<file path="src/rtl/io_mailbox.sv">
// io_mailbox: CPU I/O-bus byte mailbox with a TX FIFO toward a stream consumer,
// an RX FIFO from a stream producer, a status/control register and a level IRQ.
module io_mailbox_fifo #(
  parameter int DEPTH = 8
) (
  input  logic       clk,
  input  logic       reset,
  input  logic       i_push,
  input  logic [7:0] i_data,
  input  logic       i_pop,
  output logic [7:0] o_head,
  output logic       o_empty,
  output logic       o_full
);
  localparam int AW = $clog2(DEPTH);

  logic [7:0]    r_mem [DEPTH];
  logic [AW-1:0] r_wp, r_rp;
  logic [AW:0]   r_cnt;
  logic          w_push, w_pop;

  assign o_empty = (r_cnt == '0);
  assign o_full  = (r_cnt == (AW+1)'(DEPTH));
  // Full/empty guards use the pre-cycle flags, so a push into a full FIFO is
  // refused even if the same cycle pops.
  assign w_push  = i_push & ~o_full;
  assign w_pop   = i_pop & ~o_empty;
  assign o_head  = r_mem[r_rp];

  always_ff @(posedge clk or posedge reset) begin
    if (reset) begin
      r_wp  <= '0;
      r_rp  <= '0;
      r_cnt <= '0;
    end else begin
      if (w_push) r_wp <= r_wp + AW'(1);
      if (w_pop)  r_rp <= r_rp + AW'(1);
      case ({w_push, w_pop})
        2'b10:   r_cnt <= r_cnt + (AW+1)'(1);
        2'b01:   r_cnt <= r_cnt - (AW+1)'(1);
        default: r_cnt <= r_cnt;
      endcase
    end
  end

  always_ff @(posedge clk) begin
    if (w_push) r_mem[r_wp] <= i_data;
  end
endmodule

module io_mailbox #(
  parameter int fifo_depth = 8
) (
  input  logic        clk,
  input  logic        reset,
  input  logic        cs,
  input  logic        data_m_access,
  output logic        data_m_ack,
  input  logic        data_m_addr,
  input  logic        data_m_wr_en,
  input  logic [1:0]  data_m_bytesel,
  input  logic [15:0] data_m_data_in,
  output logic [15:0] data_m_data_out,
  output logic        tx_valid,
  output logic [7:0]  tx_data,
  input  logic        tx_ready,
  input  logic        rx_valid,
  input  logic [7:0]  rx_data,
  output logic        rx_ready,
  output logic        intr
);
  logic        r_ack, r_irq_en, r_ovf, r_intr;
  logic        w_tx_empty, w_tx_full, w_rx_empty, w_rx_full;
  logic [7:0]  w_tx_head, w_rx_head;
  logic        w_data_wr, w_data_rd, w_stat_wr;
  logic [15:0] w_status;

  // Every side effect is qualified by r_ack, so each access acts exactly once.
  assign w_data_wr = r_ack & data_m_wr_en & ~data_m_addr & data_m_bytesel[0];
  assign w_data_rd = r_ack & ~data_m_wr_en & ~data_m_addr;
  assign w_stat_wr = r_ack & data_m_wr_en & data_m_addr & data_m_bytesel[0];
  assign w_status  = {11'b0, r_irq_en, r_ovf, w_tx_empty, w_tx_full, ~w_rx_empty};

  io_mailbox_fifo #(.DEPTH(fifo_depth)) u_tx (
    .clk(clk), .reset(reset),
    .i_push(w_data_wr), .i_data(data_m_data_in[7:0]), .i_pop(tx_ready),
    .o_head(w_tx_head), .o_empty(w_tx_empty), .o_full(w_tx_full)
  );

  io_mailbox_fifo #(.DEPTH(fifo_depth)) u_rx (
    .clk(clk), .reset(reset),
    .i_push(rx_valid), .i_data(rx_data), .i_pop(w_data_rd),
    .o_head(w_rx_head), .o_empty(w_rx_empty), .o_full(w_rx_full)
  );

  assign data_m_ack = r_ack;
  assign tx_valid   = ~w_tx_empty;
  assign tx_data    = w_tx_empty ? 8'h00 : w_tx_head;
  assign rx_ready   = ~w_rx_full;
  assign intr       = r_intr;

  always_comb begin
    data_m_data_out = '0;
    if (r_ack && !data_m_wr_en)
      data_m_data_out = data_m_addr ? w_status : (w_rx_empty ? 16'h0000 : {8'h00, w_rx_head});
  end

  always_ff @(posedge clk or posedge reset) begin
    if (reset) begin
      r_ack    <= 1'b0;
      r_irq_en <= 1'b0;
      r_ovf    <= 1'b0;
      r_intr   <= 1'b0;
    end else begin
      r_ack  <= cs & data_m_access & ~r_ack;
      r_intr <= r_irq_en & ~w_rx_empty;
      if (w_data_wr && w_tx_full) r_ovf <= 1'b1;
      if (w_stat_wr) begin
        r_irq_en <= data_m_data_in[4];
        if (data_m_data_in[3]) r_ovf <= 1'b0;
      end
    end
  end
endmodule

</file>
<file path="config.mk">
export PLATFORM = sky130hd
export DESIGN_NAME = io_mailbox
export DESIGN_NICKNAME = d
export VERILOG_FILES = /design/src/rtl/io_mailbox.sv
export SDC_FILE = /design/constraint.sdc
export NUM_CORES = 1
export LEC_CHECK = 0
export CAP_MARGIN = 5
export CELL_PAD_IN_SITES_DETAIL_PLACEMENT = 0
export CELL_PAD_IN_SITES_GLOBAL_PLACEMENT = 2
export CORE_MARGIN = 2
export CORE_UTILIZATION = 45
export CTS_BUF_LIST = sky130_fd_sc_hd__clkbuf_8
export DETAILED_ROUTE_END_ITERATION = 8
export PLACE_DENSITY = 0.82
export SLEW_MARGIN = 15
export SYNTH_ARGS = -nofsm -noshare
export SYNTH_HDL_FRONTEND = slang
export SYNTH_HIERARCHICAL = 1
export SYNTH_SLANG_ARGS = --single-unit
</file>
<file path="constraint.sdc">
create_clock -name clk -period 5.9 [get_ports clk]
set_input_delay 1.18 -clock clk [delete_from_list [all_inputs] [get_ports clk]]
set_output_delay 1.18 -clock clk [all_outputs]
set_load 0.01 [all_outputs]
</file>
==> metrics.txt <==
Nets=477; # hold bufs at CTS=0; Worst-path clk slew=0.08 ns; row cnt=44; Post-CTS Setup Repair Bufs=0; Final Cycle Share=0.747; worst vdd ir=0.217 mV; Buffers on Ports=44; CTS H-tree depth=4; area delta synth->final=15.1%; Final Hold Fails=0; first-pass GRT wire length=18900 um; Fmax=227 MHz; Period minus WS final=4.41 ns; most frequent cells in the layout=edfxtp_1, clkdlybuf4s50_1, mux4_1, dfrtp_1, nor2_1; wire per inst=18.6 um; flops & latches, synth=152; Leakage=2.70 nW; All-Layer GR Usage=0.160; commonest non-fill, non-tap cell in the layout=edfxtp_1; fill count=1168; share of post-route cells with drive strength above 1=0.142; drt first pass iters=4; Syn Inst Count=377; clock sinks=152; total CTS buffers=17; largest net degree at the start of global routing=19; status=finished, final reports clean; starting density of the core=0.460; Max Slew Vio Count=0; Critical Path RT=4.72 ns; total core area=0.0145 mm2; Synth Cell Area=0.00667 mm2; critical path class=flop to output port; IO Count=62; Critical Path Start Type=flop; clock root buffer=clkbuf_8; area of the die=0.0158 mm2; antenna violations before repair=0; residual DRC count=0; clock skew=0.0101 ns; CP max FO=18; CTS tree=built; syn avg cell area=17.7 um2; Clock Latency Late Sink=0.43 ns; Post-synth ARST share=0.158; number of DRC markers in iteration 0=203; CTS resizes=0; post-DP HPWL=7710 um; Ys Warns=6; Overflow after GRT=0; last weighted congestion value of the routability-driven placer=0.714; chip height=126 um; Via density=5.30; Diodes inserted=0; Tot Pwr=3.25 mW; Seq/Total Area, Yosys=0.667; Multi-input gate area=0.00202 mm2; chip width=126 um; worst-case clock buffer depth=2; Routed Antenna Nets=0; vias in the first global route=3525; Reg area=0.00444 mm2; final WL=11700 um; Post-synth EDFFs=128; worst-margin pin slew=0.984 ns; ys flop type=edfxtp_1; Slew HR=0.344; Setup TNS Final=0 ns; Crit. End Element=output port; final setup violating endpoints=0; Max-Cap Viols=0; Synth cell types=40; Power Density=424 mW/mm2; Worst Hold Class=flop to flop; via count=3327; RSZ-0062 raised after global routing=no; critical path data arrival time=3.23 ns
## synth_stat cells, types with 3 or more instances
master    number  area [um2]
mux4_1        32         841
o21ai_0        3        15.0
ha_1          10         125
nand4_1        3        18.8
inv_1         18        67.6
a21oi_1        7        35.0
buf_4          8        60.1
nand2b_1       5        31.3
nor3b_1        6        45.0
nand3_1        7        35.0
mux2_2        20         225
and3_1         3        18.8
dfrtp_1       24         601
buf_2          5        25.0
nor3_1         5        25.0
nor2_1        23        86.3
edfxtp_1     128        3840
xnor2_1       10        87.6
nand2_1       13        48.8
nor2b_1       10        62.6
## cell families (layout without fill, tap and decap cells)
family / after synthesis / count (layout) / share of synthesized area
xor+xnor: 12 / 12 / 0.0158
simple gates: 85 / 85 / 0.0689
fa+ha+maj: 12 / 12 / 0.0248
flops: 152 / 152 / 0.667
mux: 55 / 55 / 0.165
buf+inv: 39 / 99 / 0.0345
compound gates: 21 / 21 / 0.0242
other cells: 1 / 8 / 0.000563
## worst paths after layout
kind	startpoint	to	slack, ns	depth (start not counted)
hold / removal	u_rx/r_wp[0]	u_rx/r_wp[0]	0.53	1
min in group asynchronous	reset	intr	1.00	2
setup / recovery	u_rx/r_rp[0]	data_m_data_out[3]	1.49	6
max in group asynchronous	reset	u_tx/r_rp[1]	4.49	2
hold reg to reg	u_rx/r_wp[0]	u_rx/r_wp[0]	0.53	1
setup reg to reg	u_rx/r_cnt[0]	u_rx/r_cnt[3]	2.99	7
## layout make-up
type,instances,share of cell area
Clock buffer,17,0.0305
Clock inverter,15,0.0254
Inverter,18,0.00880
Multi-Input combinational cell,193,0.264
Sequential cell,152,0.579
Tap cell,184,0.0300
Timing Repair Buffer,49,0.0623
## per-stage QoR
step / hold slack, ns / util / instance area, um2 / cells / setup WS (ns)
detailed placement: 0.512 / 0.500 / 7240 / 596 / 1.67
global placement: 0.507 / 0.500 / 7240 / 596 / 1.68
floorplan: 0.479 / - / 6690 / 384 / 2.65
finish: 0.527 / 0.530 / 7670 / 628 / 1.49
global route: 0.547 / 0.530 / 7670 / 628 / 1.31
CTS: 0.528 / 0.530 / 7670 / 628 / 1.41
## sequential cells by signal, indices dropped and copies added (netlist names)
register	count
u_rx/r_rp	3
r_ovf	1
u_rx/r_mem	64
u_tx/r_wp	3
r_irq_en	1
u_rx/r_cnt	4
u_rx/r_wp	3
intr	1
u_tx/r_cnt	4
u_tx/r_rp	3
data_m_ack	1
u_tx/r_mem	64
## power by group
part           total, mW  leakage [nW]  switching, mW  internal, mW
registers           1.53          1.45          0.225          1.31
clock network      0.843         0.210          0.381         0.461
logic              0.881          1.04          0.345         0.536
## critical path, stage by stage, from the launching register on
cell             delay, ns
dfrtp_1               0.99
mux4_1                0.65
mux2_2                0.31
nor3b_1               0.15
a21oi_1               0.16
nor2_1                0.06
clkdlybuf4s50_1       0.47
## layer usage
metal	up-vias	wire, um	global-route usage
li1	1583	-	-
met1	1678	5070	0.194
met2	55	6170	0.282
met3	11	332	0.0370
met4	0	133	0.0569
met5	-	0	0
Power figures use the tool's default switching activity.
